===== src/rtl/plab2_proc_fetch_unit.sv =====
// Module: plab2_proc_fetch_unit
// Fetch front-end for the plab2 pipelined processors. Issues sequential imem
// reads, tracks outstanding requests against a credit limit of MAX_INFLIGHT,
// buffers responses together with their PCs and hands them to decode over a
// val/rdy port. A redirect from X squashes every response still in flight.
// Optional feature: define PLAB2_PROC_FETCH_PERF_EN to add the squash_count
// and stall_count performance counter outputs.

`ifndef VC_MEM_REQ_MSG_NBITS
`define VC_MEM_REQ_MSG_NBITS(o_,a_,d_) (3+(o_)+(a_)+$clog2((d_)/8)+(d_))
`endif
`ifndef VC_MEM_RESP_MSG_NBITS
`define VC_MEM_RESP_MSG_NBITS(o_,d_) (3+(o_)+2+$clog2((d_)/8)+(d_))
`endif

module plab2_proc_fetch_unit #(
  parameter int          MAX_INFLIGHT = 2,
  parameter logic [31:0] RESET_PC     = 32'h00000200
) (
  input  logic                                      clk,
  input  logic                                      reset_n,
`ifdef PLAB2_PROC_FETCH_PERF_EN
  output logic [31:0]                               squash_count,
  output logic [31:0]                               stall_count,
`endif
  output logic [`VC_MEM_REQ_MSG_NBITS(8,32,32)-1:0] imemreq_msg,
  output logic                                      imemreq_val,
  input  logic                                      imemreq_rdy,
  input  logic [`VC_MEM_RESP_MSG_NBITS(8,32)-1:0]   imemresp_msg,
  input  logic                                      imemresp_val,
  output logic                                      imemresp_rdy,
  input  logic                                      redirect_val,
  input  logic [31:0]                               redirect_pc,
  output logic                                      inst_val,
  input  logic                                      inst_rdy,
  output logic [31:0]                               inst_msg,
  output logic [31:0]                               inst_pc
);

  localparam int RESP_NBITS = `VC_MEM_RESP_MSG_NBITS(8,32);
  localparam int CW         = $clog2(MAX_INFLIGHT + 1);
  localparam int PW         = (MAX_INFLIGHT > 1) ? $clog2(MAX_INFLIGHT) : 1;

  localparam logic [CW:0]   MAX_OCC  = (CW+1)'(MAX_INFLIGHT);
  localparam logic [CW-1:0] CNT_ONE  = CW'(1);
  localparam logic [PW-1:0] PTR_ONE  = PW'(1);
  localparam logic [PW-1:0] PTR_LAST = PW'(MAX_INFLIGHT - 1);

  // Fetch / response bookkeeping
  logic [31:0]   pc_f;
  logic [31:0]   resp_pc;
  logic [CW-1:0] inflight;
  logic [CW-1:0] drop_cnt;

  // Response buffer: circular queue of {pc, inst}
  logic [31:0]   buf_pc   [MAX_INFLIGHT];
  logic [31:0]   buf_inst [MAX_INFLIGHT];
  logic [PW-1:0] head;
  logic [PW-1:0] tail;
  logic [CW-1:0] count;

  // Handshake decode
  logic [CW:0]   occupancy;
  logic          credit_ok;
  logic          req_fire;
  logic          resp_fire;
  logic          resp_keep;
  logic          resp_squash;
  logic          inst_fire;
  logic [31:0]   resp_data;
  logic          unused_resp_bits;

  function automatic logic [PW-1:0] ptr_inc(input logic [PW-1:0] p);
    return (p == PTR_LAST) ? '0 : p + PTR_ONE;
  endfunction

  // Credit check, handshakes and output steering; imemreq_val is also held low
  // while reset_n is asserted so the request port is quiet during reset
  always_comb begin
    occupancy        = {1'b0, inflight} + {1'b0, count};
    credit_ok        = occupancy < MAX_OCC;
    imemreq_val      = reset_n && !redirect_val && credit_ok;
    imemreq_msg      = {3'd0, 8'd0, pc_f, 2'd0, 32'd0};
    req_fire         = imemreq_val && imemreq_rdy;
    imemresp_rdy     = 1'b1;
    resp_fire        = imemresp_val && imemresp_rdy;
    resp_data        = imemresp_msg[31:0];
    resp_keep        = resp_fire && !redirect_val && (drop_cnt == '0);
    resp_squash      = resp_fire && !resp_keep;
    inst_val         = (count != '0) && !redirect_val;
    inst_fire        = inst_val && inst_rdy;
    inst_msg         = buf_inst[head];
    inst_pc          = buf_pc[head];
    unused_resp_bits = ^imemresp_msg[RESP_NBITS-1:32];
  end

  // Control state: fetch PC, response PC, in-flight/drop counters and queue
  // pointers. On a redirect every outstanding response (already-doomed ones
  // included, since inflight counts them too) becomes a drop, which keeps
  // back-to-back redirects from double counting.
  always_ff @(posedge clk or negedge reset_n) begin
    if (!reset_n) begin
      pc_f     <= RESET_PC;
      resp_pc  <= RESET_PC;
      inflight <= '0;
      drop_cnt <= '0;
      head     <= '0;
      tail     <= '0;
      count    <= '0;
    end else if (redirect_val) begin
      pc_f     <= redirect_pc;
      resp_pc  <= redirect_pc;
      inflight <= inflight - CW'(resp_fire);
      drop_cnt <= inflight - CW'(resp_fire);
      head     <= '0;
      tail     <= '0;
      count    <= '0;
    end else begin
      if (req_fire) begin
        pc_f <= pc_f + 32'd4;
      end
      if (req_fire && !resp_fire) begin
        inflight <= inflight + CNT_ONE;
      end else if (!req_fire && resp_fire) begin
        inflight <= inflight - CNT_ONE;
      end
      if (resp_fire && (drop_cnt != '0)) begin
        drop_cnt <= drop_cnt - CNT_ONE;
      end
      if (resp_keep) begin
        tail    <= ptr_inc(tail);
        resp_pc <= resp_pc + 32'd4;
      end
      if (inst_fire) begin
        head <= ptr_inc(head);
      end
      if (resp_keep && !inst_fire) begin
        count <= count + CNT_ONE;
      end else if (!resp_keep && inst_fire) begin
        count <= count - CNT_ONE;
      end
    end
  end

  // Buffer storage: write the accepted response at the tail slot
  always_ff @(posedge clk or negedge reset_n) begin
    if (!reset_n) begin
      for (int i = 0; i < MAX_INFLIGHT; i++) begin
        buf_pc[i]   <= '0;
        buf_inst[i] <= '0;
      end
    end else if (resp_keep) begin
      buf_pc[tail]   <= resp_pc;
      buf_inst[tail] <= resp_data;
    end
  end

`ifdef PLAB2_PROC_FETCH_PERF_EN
  // Performance counters: discarded responses and credit-limited issue cycles
  always_ff @(posedge clk or negedge reset_n) begin
    if (!reset_n) begin
      squash_count <= '0;
      stall_count  <= '0;
    end else begin
      squash_count <= squash_count + 32'(resp_squash);
      stall_count  <= stall_count + 32'(!redirect_val && !credit_ok);
    end
  end
`endif

endmodule


===== config.mk =====
export PLATFORM = sky130hd
export DESIGN_NAME = plab2_proc_fetch_unit
export DESIGN_NICKNAME = d
export VERILOG_FILES = /design/src/rtl/plab2_proc_fetch_unit.sv
export SDC_FILE = /design/constraint.sdc
export NUM_CORES = 1
export LEC_CHECK = 0
export BUFFER_PORTS_ARGS = -buffer_cell sky130_fd_sc_hd__buf_2
export CAP_MARGIN = 20
export CORE_ASPECT_RATIO = 1.25
export CORE_UTILIZATION = 50
export DETAILED_ROUTE_END_ITERATION = 16
export GPL_TIMING_DRIVEN = 0
export HOLD_SLACK_MARGIN = 0.06
export PLACE_DENSITY = 0.73
export SYNTH_ARGS = -nofsm -noshare
export SYNTH_HDL_FRONTEND = slang
export SYNTH_SLANG_ARGS = --single-unit

===== constraint.sdc =====
create_clock -name clk -period 3.3 [get_ports clk]
set_clock_uncertainty 0.2 [all_clocks]
set_input_delay 0.165 -clock clk [delete_from_list [all_inputs] [get_ports clk]]
set_output_delay 0.165 -clock clk [all_outputs]
set_load 0.1 [all_outputs]

; ---- After elaboration in Yosys (flattened, before gate mapping)
; Cells that the tools add are included.
[word_totals]
inputBits = 85
register_bits = 200
[op_classes]
mux = 28
n_lt_le_gt_ge = 4
n_bitwise = 2
n_reduce_logical = 27
addsub = 11
[op_table]
columns = op, n
row1 = 32-bit 2-to-1 mux, 11
row2 = 64-bit bitwise mux, 2
row3 = 32-bit by 3-bit adder with 32-bit output (second input constant), 2
row4 = 32-bit demux with 1-bit select, 1
row5 = 2-bit 2-to-1 mux, 8
row6 = 1-bit logical AND, 13
row7 = 2-bit nonzero test, 6
row8 = 1-bit 2-to-1 mux, 6
row9 = 3-bit nonzero test, 2
row10 = 2-bit by 1-bit subtractor with 2-bit output (second input constant), 3
row11 = 1-bit zero test, 5
row12 = 2-bit by 1-bit adder with 2-bit output (second input constant), 2
row13 = 2-bit greater-or-equal comparator (second input constant), 2
row14 = 1-bit NOT with 2-bit output, 2
row15 = 2-bit by 2-bit adder with 3-bit output, 1
row16 = 3-bit by 2-bit < comparator with 1-bit output (second input constant), 1
row17 = 1-bit adder (second input constant), 2
row18 = 2-bit zero test, 1
row19 = 2-bit by 1-bit < comparator with 1-bit output (second input constant), 1
row20 = 2-bit by 1-bit subtractor with 2-bit output, 1

; ---- Longest topological paths before layout
; Gate-level depths: netlist of the first run.
[logic_depth]
depth_word = 9
depth_mapped = 9
mapped_depth_nobuf = 7

; ---- Least setup slack after synthesis of the first run
; OpenSTA, ideal clock, no wires.
[synth_timing]
kind = flip-flop to flip-flop
startpoint = register inflight[0]
endpoint = register pc_f[30]
t_required_ns = 2.935
path_buffers = 2
stages_incl_launch_ff = 10
synth_period_minus_slack_ns = 3.310
path_slack_ns = -0.010
arrival_ns = 2.945
cell_sequence = dfrtp_1 > and2_1 > fa_1 > or4b_1 > buf_2 > inv_2 > nand4_2 > clkbuf_1 > o311ai_0 > o311ai_1
[synth_via]
elab_chain_cells = 5
[synth_rtl]
columns = element, line_no
row1 = start: declaration, 52  ; logic [CW-1:0] inflight;
row2 = start signal: assignment, 113  ; inflight <= inflight - CW'(resp_fire);
row3 = start signal: assignment, 123  ; inflight <= inflight + CNT_ONE;
row4 = start signal: assignment, 125  ; inflight <= inflight - CNT_ONE;
row5 = 2-bit by 2-bit adder with 3-bit output, 80  ; occupancy = {1'b0, inflight} + {1'b0, count};
row6 = 3-bit by 2-bit < comparator with 1-bit output, 81  ; credit_ok = occupancy < MAX_OCC;
row7 = 1-bit logical AND, 82  ; imemreq_val = reset_n && !redirect_val && credit_ok;
row8 = via imemreq_val, 27  ; output logic imemreq_val,
row9 = 1-bit logical AND, 84  ; req_fire = imemreq_val && imemreq_rdy;
row10 = 2-bit nonzero test (no source line), -
row11 = end signal: assignment, 111  ; pc_f <= redirect_pc;
row12 = end signal: assignment, 120  ; pc_f <= pc_f + 32'd4;
row13 = end: declaration, 50  ; logic [31:0] pc_f;
; The timed path passes the listed nets, and every way through them passes these cells.
; A chain may end at the register's enable or synchronous reset.

; ---- Worst setup path after layout of the first run
[layout_timing]
startpoint = register inflight[0]
endpoint = register pc_f[30]
[layout_via]
elab_chain_cells = 5
[layout_rtl]
columns = element, line_no
row1 = 2-bit by 2-bit adder with 3-bit output, 80
row2 = 3-bit by 2-bit < comparator with 1-bit output, 81
row3 = 1-bit logical AND, 82
row4 = 1-bit logical AND, 84
row5 = 2-bit nonzero test (no source line), -
; Every way passes these cells.

==> summary.md, run 1 <==
| Metric | Value |
|---|---|
| Routed Antenna Nets | `0` |
| Setup WS post-layout | `0.112 ns` |
| CTS tree | `done` |
| PwrDens | `953 mW/mm^2` |
| Met1 usage | `32.1%` |
| Die area | `0.0206 sq mm` |
| Via Count | `7953` |
| Total GRT Usage | `25.7%` |
| Post-route DRC | `0` |
| Max Cap Violations | `0` |
| RePlAce Congestion | `0.891` |
| FF-to-FF Start | `inflight[0]$_DFFE_PN0P_` |
| Worst vdd ir | `0.701 mV` |
| Clk buf depth | `2` |
| GR peak layer | `met2` |
| H-tree depth | `4` |
| Wire length per cell | `17.6 um` |
| Async set-reset flop share out of synthesis | `100%` |
| Place WS | `-0.178 ns` |
| Layout overhead on the synthesized area | `27.7%` |
| Total grt overflow | `0` |
| Period utilisation layout | `96.6%` |
| Post-route cell area | `0.0128 sq mm` |
| CP Capture Type | `flop` |
| Slowest-stage cell, CP | `or4b_1` |
| P_leak | `5.81 nW` |
| Critical path, cell by cell | `and2_1 -> fa_1 -> or4b_1 -> buf_2 -> inv_4 -> nand4_2 -> clkbuf_4 -> o311ai_0 -> o311ai_1` |
| Clk root buf | `clkbuf_16` |
| Least-Margin Pin Slew | `0.857 ns` |
| Num Clock Sinks | `200` |
| CTS Buf Count | `17` |
| Primary FF master, synth | `dfrtp_1` |
| Yosys Warn Count | `0` |
| Share of cells above drive strength 1 | `38.4%` |
| Initial antenna violation count | `0` |
| Fmax | `0.314 GHz` |
| Die W | `128 um` |
| Placeable Area | `0.0195 sq mm` |
| Worst reg2reg path endpoint | `pc_f[30]$_DFFE_PN0P_` |
| Drt pass-1 iters | `5` |
| HP Class | `input pin to async pin` |
| # rows | `57` |
| Fin. max-slew vios | `0` |
| CP max FO | `10` |
| Largest net degree at the start of global routing | `118` |
| Synthesized area | `0.0100 sq mm` |
| Initial Util | `51.2%` |
| Worst R2R Setup Slack | `0.11 ns` |
| Commonest non-fill, non-tap cell in the layout | `dfrtp_1` |
| Crit-path leading delay family | `simple AND/OR/NAND/NOR gates` |
| Tmin final | `3.19 ns` |
| DP Wirelength | `17.7 mm` |
| Initial DRC Count | `501` |
| Synth Area per Inst | `11.5 sq um` |
| Setup crit start kind | `flop` |
| Clk_lat worst skew | `0.44 ns` |
| Final Hold Vio Count | `0` |
| Final net count | `1266` |
| Post-synth EDFFs | `0` |
| Reg2Reg Depth | `9` |
| First-pass GRT wire length | `40.9 mm` |
| Met3 global-route usage | `4.25%` |
| Cell area after placement | `0.0114 sq mm` |
| Met2 usage | `44.3%` |
| Yosys cell types | `59` |
| DR vias/cell | `5.47` |
| Required @ worst endpoint | `3.41 ns` |
| Die H | `160 um` |
| Post-Syn Instances | `870` |
| Seq/Total Area, Yosys | `50.1%` |
| Buf+Inv Stages, Crit Path | `3` |
| Vias in the first global route | `7925` |
| Slowest cell delay on critical path | `0.49 ns` |
| Port Buffers | `167` |
| Ant. Diodes | `0` |
| Final setup TNS | `0 ns` |
| WP data arrival | `3.30 ns` |
| Most frequent cells in the layout | `198 x dfrtp_1, 186 x mux2_2, 172 x buf_2` |
| Register clock-pin slew on the reported worst setup and hold paths | `0.08 ns` |
| Final setup vio count | `0` |
| WS Path Type | `flop to flop` |
| Boundary pin count | `229` |
| Drt total wl | `25.7 mm` |
| Run status | `finished, final reports clean` |
| #FFs+latches synth | `200` |
| Worst rel slew slack | `42.3%` |
worst max path at each step:
stage                             from                    to  slack [ns]  depth (start not counted)
6_report       inflight[0]$_DFFE_PN0P_  pc_f[30]$_DFFE_PN0P_        0.11                          9
2_1_floorplan  inflight[0]$_DFFE_PN0P_  pc_f[30]$_DFFE_PN0P_        0.17                          9
5_1_grt        inflight[0]$_DFFE_PN0P_  pc_f[30]$_DFFE_PN0P_      -0.004                          9
3_3_place_gp                   reset_n  pc_f[30]$_DFFE_PN0P_       -2.55                          8
3_5_place_dp                   reset_n  pc_f[30]$_DFFE_PN0P_       -0.18                          9
4_1_cts        inflight[0]$_DFFE_PN0P_  pc_f[30]$_DFFE_PN0P_        0.06                          9
power by group:
part	internal, W	leakage [nW]	total (W)	switching, W
Sequential	0.00324	2.48	0.00371	0.000466
Clock	0.00125	0.292	0.00220	0.000956
Combinational	0.00151	3.04	0.00626	0.00475
final cells by class:
cell class	count	area, sq um
fill	1560	6770
sequential	200	5010
multi-input combinational	599	4550
timing repair buffer	243	1640
buffer	95	542
clock buffer	20	457
tap	265	332
clock inverter	12	163
inverter	20	77.6
layer usage:
metal | vias up | routed length (um)
met1 | 3875 | 10600
met3 | 39 | 1430
met2 | 309 | 13100
li1 | 3730 | -
met5 | - | 0
met4 | 0 | 543
logic make-up after synthesis:
group,count (synthesis),synth area share (%)
AOI/OAI and AO/OA,120,8.32
xor gates and xnor gates,20,1.75
adders and majority gates,5,0.701
buffers and inverters,115,6.12
DFF,200,50.1
muxes,187,21.0
other,2,0.0751
and+or+nand+nor,221,11.9
tightest hold or removal path: cells and delay by family:
kind | cells | cell delay, ns
buffers and inverters | 3 | 1.03
sequential cells by signal, indices dropped and copies added (netlist names):
signal and flops:
buf_pc 64, inflight 2, drop_cnt 2, tail 1, head 1, resp_pc 32
buf_inst 64, count 2, pc_f 32
repair_timing:
| action | 4_1_cts | 5_1_grt |
|---|---|---|
| endpoints found under the setup margin | 30 | 22 |
| buffers inserted | 0 | 6 |
| gates resized for setup | 1 | 8 |
| pin swaps | 0 | 1 |
| hold buffers | 69 | 0 |
| hold endpoints to repair | 216 | 0 |
stage by stage:
step | std cells | hold slack, ns | total power, W | utilization (%)
after floorplan | 914 | -0.331 | 0.00900 | -
after global placement | 1346 | 0.192 | 0.00982 | 58.0
after detailed placement | 1347 | 0.0251 | 0.00993 | 58.2
after CTS | 1448 | 0.0844 | 0.0122 | 65.0
after global routing | 1454 | 0.110 | 0.0127 | 65.3
final | 1454 | 0.0919 | 0.0122 | 65.3
cell usage after synthesis (all sizes together), types with 4 or more instances:
| master | instances | area [sq um] |
|---|---|---|
| o211ai | 13 | 97.6 |
| xor2 | 5 | 43.8 |
| and4 | 7 | 61.3 |
| and3 | 5 | 31.3 |
| clkbuf | 41 | 154 |
| or4 | 23 | 173 |
| nor3 | 10 | 55.1 |
| mux2 | 186 | 2090 |
| o31ai | 9 | 67.6 |
| nand2 | 56 | 210 |
| nor2b | 5 | 31.3 |
| nand4 | 25 | 163 |
| nor2 | 30 | 113 |
| o21ai | 34 | 170 |
| xnor2 | 15 | 131 |
| a31oi | 13 | 81.3 |
| inv | 19 | 71.3 |
| dfrtp | 198 | 4950 |
| a21oi | 7 | 35.0 |
| ha | 4 | 50.1 |
| o311ai | 17 | 149 |
| nor4 | 6 | 37.5 |
| and2 | 5 | 31.3 |
| or3 | 8 | 50.1 |
| buf | 54 | 383 |
| nand3 | 33 | 178 |
Note: power is estimated with default switching activity, not from simulation.
==> run 2: changes to the inputs <==
--- a/config.mk
+++ b/config.mk
@@ -5,14 +5,14 @@
 export SDC_FILE = /design/constraint.sdc
 export NUM_CORES = 1
 export LEC_CHECK = 0
-export BUFFER_PORTS_ARGS = -buffer_cell sky130_fd_sc_hd__buf_2
 export CAP_MARGIN = 20
 export CORE_ASPECT_RATIO = 1.25
 export CORE_UTILIZATION = 50
 export DETAILED_ROUTE_END_ITERATION = 16
+export DONT_BUFFER_PORTS = 1
 export GPL_TIMING_DRIVEN = 0
 export HOLD_SLACK_MARGIN = 0.06
-export PLACE_DENSITY = 0.73
+export PLACE_DENSITY = 0.63
 export SYNTH_ARGS = -nofsm -noshare
 export SYNTH_HDL_FRONTEND = slang
 export SYNTH_SLANG_ARGS = --single-unit
==> summary.md, run 2 (synthesis results as in run 1) <==
| Metric | Value |
|---|---|
| Run status | `finished, violations left` |
| Failing checks | `negative hold slack` |
| Share of cells above drive strength 1 | `28.3%` |
| Worst vdd ir | `0.517 mV` |
| Finished Layout Cells | `1282` |
| Register clock-pin slew on the reported worst setup and hold paths | `0.08 ns` |
| Period utilisation layout | `97.6%` |
| HP Class | `input pin to async pin` |
| Die H | `160 um` |
| # rows | `57` |
| Fill count | `1672` |
| Die area | `0.0206 sq mm` |
| WS Path Type | `flop to flop` |
| Port Buffers | `0` |
| First-pass GRT wire length | `39.2 mm` |
| Post-route cell area | `0.0118 sq mm` |
| CP Capture Type | `flop` |
| Cell area after placement | `0.0105 sq mm` |
| Worst rel slew slack | `27.6%` |
| Final net count | `1094` |
| Vias in the first global route | `7122` |
| Place WS | `-0.255 ns` |
| Critical path, cell by cell | `and2_1 -> fa_1 -> or4b_1 -> clkbuf_4 -> clkinv_8 -> nand4_4 -> buf_4 -> o311ai_1 -> o311ai_1` |
| Drt total wl | `24.6 mm` |
| P_leak | `5.07 nW` |
| Slowest-stage cell, CP | `or4b_1` |
| Layout overhead on the synthesized area | `18.5%` |
| Placed Cells | `1179` |
| Final setup TNS | `0 ns` |
| RSZ-0062 raised after global routing | `false` |
| Clk buf depth | `2` |
| Slowest cell delay on critical path | `0.52 ns` |
| Required @ worst endpoint | `3.38 ns` |
| Boundary pin count | `229` |
| Initial antenna violation count | `0` |
| PwrDens | `986 mW/mm^2` |
| Routed Antenna Nets | `0` |
| Initial Util | `51.2%` |
| Setup crit start kind | `flop` |
| Drt pass-1 iters | `5` |
| Wire length per cell | `19.2 um` |
| Placeable Area | `0.0195 sq mm` |
| Commonest non-fill, non-tap cell in the layout | `dfrtp_1` |
| Die W | `128 um` |
| Final hold slack | `-0.776 ns` |
| Most used cell, CP | `o311ai_1` |
| Max Cap Violations | `0` |
| Regs by FF count | `buf_inst: 64 flops, buf_pc: 64 flops` |
| DP Wirelength | `17.0 mm` |
| WP data arrival | `3.30 ns` |
| CTS Buf Count | `17` |
| Via Count | `7218` |
| CTS Hold Bufs | `69` |
| DR vias/cell | `5.63` |
| Initial DRC Count | `414` |
| Total GRT Usage | `24.8%` |
| Most frequent cells in the layout | `195 x dfrtp_1, 186 x mux2_2, 69 x dlygate4sd3_1` |
| Largest net degree at the start of global routing | `203` |
| Num Clock Sinks | `200` |
| Ant. Diodes | `0` |
| Fmax | `0.310 GHz` |
| RePlAce Congestion | `0.900` |
| Clk_lat worst skew | `0.44 ns` |
| H-tree depth | `4` |
| CTS tree | `done` |
| Final Hold Vio Count | `200` |
| Setup WS post-layout | `0.0780 ns` |
| Clk root buf | `clkbuf_16` |
| Tmin final | `3.22 ns` |
| Least-Margin Pin Slew | `1.09 ns` |
| CP max FO | `10` |
| Final setup vio count | `0` |
| Post-route DRC | `0` |
| Fin. max-slew vios | `0` |
| Total grt overflow | `0` |
==> run 2: changes by cell type in the layout (fill, tap and decap cells not counted), moves of 2 or more <==
cell        delta
buf_4          -2
dfrtp_1        -3
buf_2        -166
buf_16         -2
dfrtp_2        +3
o311ai_1       +3
inv_6          +3
o311ai_0       -3
clkinvlp_4     -2
==> run 2: worst paths after layout <==
| check | from | to | slack (ns) | cells after the start |
|---|---|---|---|---|
| worst min register to register | buf_pc[0]$_DFFE_PN0P_ | buf_pc[0]$_DFFE_PN0P_ | 0.28 | 2 |
| min in group clk | redirect_val | resp_pc[31]$_DFFE_PN0N_ | 0.09 | 3 |
| worst max-delay path | count[0]$_DFFE_PN0P_ | pc_f[30]$_DFFE_PN0P_ | 0.08 | 9 |
| max in group asynchronous | reset_n | buf_inst[44]$_DFFE_PN0P_ | 3.18 | 0 |
| worst max register to register | count[0]$_DFFE_PN0P_ | pc_f[30]$_DFFE_PN0P_ | 0.08 | 9 |
| worst min-delay path | reset_n | buf_inst[27]$_DFFE_PN0P_ | -0.78 | 0 |
==> run 2: power by group <==
part | internal, W | total [W] | switching [W] | leakage, nW
clock | 0.00119 | 0.00216 | 0.000965 | 0.292
combinational | 0.00120 | 0.00549 | 0.00429 | 2.30
sequential | 0.00323 | 0.00404 | 0.000805 | 2.48
==> run 2: cell type report <==
| cell class | count | area (sq um) | area share [%] |
|---|---|---|---|
| Buffer | 95 | 546 | 4.60 |
| Clock buffer | 21 | 470 | 3.97 |
| Clock inverter | 11 | 133 | 1.12 |
| Inverter | 20 | 87.6 | 0.739 |
| Multi-Input combinational cell | 599 | 4560 | 38.5 |
| Sequential cell | 200 | 5010 | 42.3 |
| Tap cell | 265 | 332 | 2.80 |
| Timing Repair Buffer | 71 | 706 | 5.96 |
==> run 2: stage by stage <==
| step | utilization (%) | power, W |
|---|---|---|
| detailed placement | 53.7 | 0.00949 |
| global placement | 53.7 | 0.00942 |
| CTS | 60.6 | 0.0117 |
| finish | 60.6 | 0.0117 |
| floorplan | - | 0.00900 |
| global route | 60.6 | 0.0121 |
==> run 2: timing repair <==
action / CTS / global route
gates resized for setup: 6 / 16
hold endpoints to repair: 339 / 200
buffers inserted: 2 / 0
endpoints found under the setup margin: 49 / 14
gates cloned: 0 / 0
pin swaps: 1 / 0
==> run 2: critical path, delay by kind of cell, from the launching register on <==
family                     cells  cell delay [ns]
and+or+nand+nor                3             0.87
buffers and inverters          3             0.63
adders and majority gates      1             0.47
AOI/OAI and AO/OA              2             0.45
DFF                            1             0.42
==> run 2: layer usage <==
| layer | GRT usage [%] | up-vias | routed length, um |
|---|---|---|---|
| li1 | - | 3395 | - |
| met1 | 31.9 | 3522 | 10400 |
| met2 | 41.5 | 261 | 12000 |
| met3 | 5.23 | 40 | 1570 |
| met4 | 7.75 | 0 | 553 |
| met5 | 0 | - | 0 |
==> run 3: changes to the inputs <==
==> constraint.sdc (replaced) <==
create_clock -name clk -period 3 [get_ports clk]
set_clock_uncertainty 0.2 [all_clocks]
set_input_delay 0.15 -clock clk [delete_from_list [all_inputs] [get_ports clk]]
set_output_delay 0.15 -clock clk [all_outputs]
set_load 0.05 [all_outputs]
==> summary.md, run 3 (synthesis results as in run 1) <==
| Metric | Value |
|---|---|
| RePlAce Congestion | `0.900` |
| Met2 usage | `42.1%` |
| CP Capture Type | `flop` |
| Failing checks | `negative hold slack` |
| HP Class | `input pin to async pin` |
| Final Core Density | `61.7%` |
| FF-to-FF Start | `inflight[0]$_DFFE_PN0P_` |
| WP data arrival | `3.04 ns` |
| Reg2Reg Depth | `9` |
| Clk_lat worst skew | `0.44 ns` |
| Met1 usage | `32.0%` |
| Share of cells above drive strength 1 | `29.2%` |
| Final Hold Vio Count | `200` |
| Port Buffers | `0` |
| CTS tree | `done` |
| WS Path Type | `flop to flop` |
| H-tree depth | `4` |
| DP Wirelength | `17.0 mm` |
| Clk buf depth | `2` |
| Worst reg2reg path endpoint | `pc_f[14]$_DFFE_PN0P_` |
| Area of the multi-input gates | `0.00462 sq mm` |
| Final net count | `1108` |
| CTS Buf Count | `17` |
| Boundary pin count | `229` |
| Slowest cell delay on critical path | `0.61 ns` |
| Post-route DRC | `0` |
| Wire length per cell | `19.2 um` |
| Largest net degree at the start of global routing | `203` |
| Drt total wl | `24.9 mm` |
| Vias in the first global route | `7251` |
| CP max FO | `8` |
| DR vias/cell | `5.66` |
| Worst vdd ir | `0.458 mV` |
| Layout overhead on the synthesized area | `20.7%` |
| Total GRT Usage | `25.0%` |
| Initial Util | `51.2%` |
| Critical path, cell by cell | `and2_4 -> fa_1 -> or4b_4 -> inv_12 -> nand4_4 -> buf_8 -> buf_12 -> o211ai_1 -> o311ai_1` |
| Worst rel slew slack | `38.5%` |
| Critical path origin | `inflight[0]$_DFFE_PN0P_` |
| Fill count | `1644` |
| Met3 global-route usage | `5.26%` |
| Period utilisation layout | `98.3%` |
| Fin. max-slew vios | `0` |
| Clk root buf | `clkbuf_16` |
| Final hold slack | `-0.791 ns` |
| RSZ-0062 raised after global routing | `true` |
| Routed Antenna Nets | `0` |
| Die W | `128 um` |
| Final setup vio count | `0` |
| Initial DRC Count | `386` |
| Drt pass-1 iters | `6` |
| Total grt overflow | `0` |
| Fmax | `0.339 GHz` |
| P_leak | `5.19 nW` |
| Tmin final | `2.95 ns` |
| Worst R2R Setup Slack | `0.05 ns` |
| GR peak layer | `met2` |
| Regs by FF count | `buf_inst: 64 flops, buf_pc: 64 flops` |
| Ant. Diodes | `0` |
| Most frequent cells in the layout | `197 x dfrtp_1, 186 x mux2_2, 74 x dlygate4sd3_1` |
| PwrDens | `891 mW/mm^2` |
| Register clock-pin slew on the reported worst setup and hold paths | `0.08 ns` |
| Initial antenna violation count | `0` |
| Run status | `finished, violations left` |
| Slowest-stage cell, CP | `or4b_4` |
| First-pass GRT wire length | `39.6 mm` |
| Register area | `0.00501 sq mm` |
| Max Cap Violations | `0` |
| Setup crit start kind | `flop` |
| Required @ worst endpoint | `3.10 ns` |
| Commonest non-fill, non-tap cell in the layout | `dfrtp_1` |
| Die H | `160 um` |
| Die area | `0.0206 sq mm` |
| Via Count | `7335` |
| Least-Margin Pin Slew | `0.920 ns` |
| Placeable Area | `0.0195 sq mm` |
| Num Clock Sinks | `200` |
| Critical Path Sink | `pc_f[14]$_DFFE_PN0P_` |
| # rows | `57` |
-- run 3: cell count changes in the layout (fill, tap and decap cells not counted), moves of 2 or more --
cell and change:
dfrtp_1 +2, dlygate4sd3_1 +5, buf_12 +2, buf_4 +7, dfrtp_2 -2, o311ai_4 +2
o311ai_0 -5, o311ai_2 +2
-- run 3: routing by layer --
layer / part of all wire [%] / up-vias
li1: - / 3415
met1: 43 / 3616
met2: 49 / 255
met3: 5.6 / 49
met4: 2.5 / 0
met5: 0 / -
-- run 3: repair_timing --
| action | in CTS | in global routing |
|---|---|---|
| endpoints found under the setup margin | 87 | 53 |
| hold endpoints to repair | 339 | 222 |
| setup buffers | 11 | 2 |
| resized for setup | 16 | 20 |
| pin swaps | 3 | 4 |
| hold buffers | 73 | 1 |
-- run 3: final cells by class --
type / instances / area share [%]
Buffer: 93 / 4.56
Sequential cell: 200 / 41.5
Timing Repair Buffer: 87 / 7.19
Tap cell: 265 / 2.75
Inverter: 20 / 0.726
Clock buffer: 21 / 3.90
Multi-Input combinational cell: 599 / 38.3
Clock inverter: 11 / 1.10
-- run 3: worst max-delay path: cells and delay by family, from the launching register on --
kind                       cells  cell delay, ns
and+or+nand+nor                3            0.95
buffers and inverters          3            0.48
AOI/OAI and AO/OA              2            0.31
DFF                            1            0.39
adders and majority gates      1            0.47
-- run 3: per-stage QoR --
step | TNS, ns | worst slack (ns) | total power, W | instances | area [sq um]
6_report | 0 | 0.0508 | 0.0107 | 1296 | 12100
5_1_grt | -0.106 | -0.0343 | 0.0113 | 1296 | 12100
4_1_cts | -0.0195 | -0.0114 | 0.0108 | 1295 | 12000
3_5_place_dp | -20.85 | -0.408 | 0.00828 | 1179 | 10500
3_3_place_gp | -17.32 | -0.368 | 0.00821 | 1179 | 10500
2_1_floorplan | 0 | 0.0139 | 0.00775 | 914 | 10200
-- run 3: worst min path at each step --
stage,startpoint,endpoint,slack [ns],depth (start not counted)
finish,reset_n,buf_inst[27]$_DFFE_PN0P_,-0.79,0
global route,reset_n,buf_inst[62]$_DFFE_PN0P_,-0.82,0
CTS,reset_n,buf_inst[30]$_DFFE_PN0P_,-0.81,0
detailed placement,reset_n,buf_inst[30]$_DFFE_PN0P_,-0.34,0
global placement,reset_n,buf_inst[62]$_DFFE_PN0P_,-0.34,0
floorplan,reset_n,buf_inst[0]$_DFFE_PN0P_,-0.35,0
-- run 3: power by group --
| group | switching [W] | internal (W) |
|---|---|---|
| clock | 0.00106 | 0.00131 |
| combinational | 0.00276 | 0.00136 |
| sequential | 0.000691 | 0.00356 |
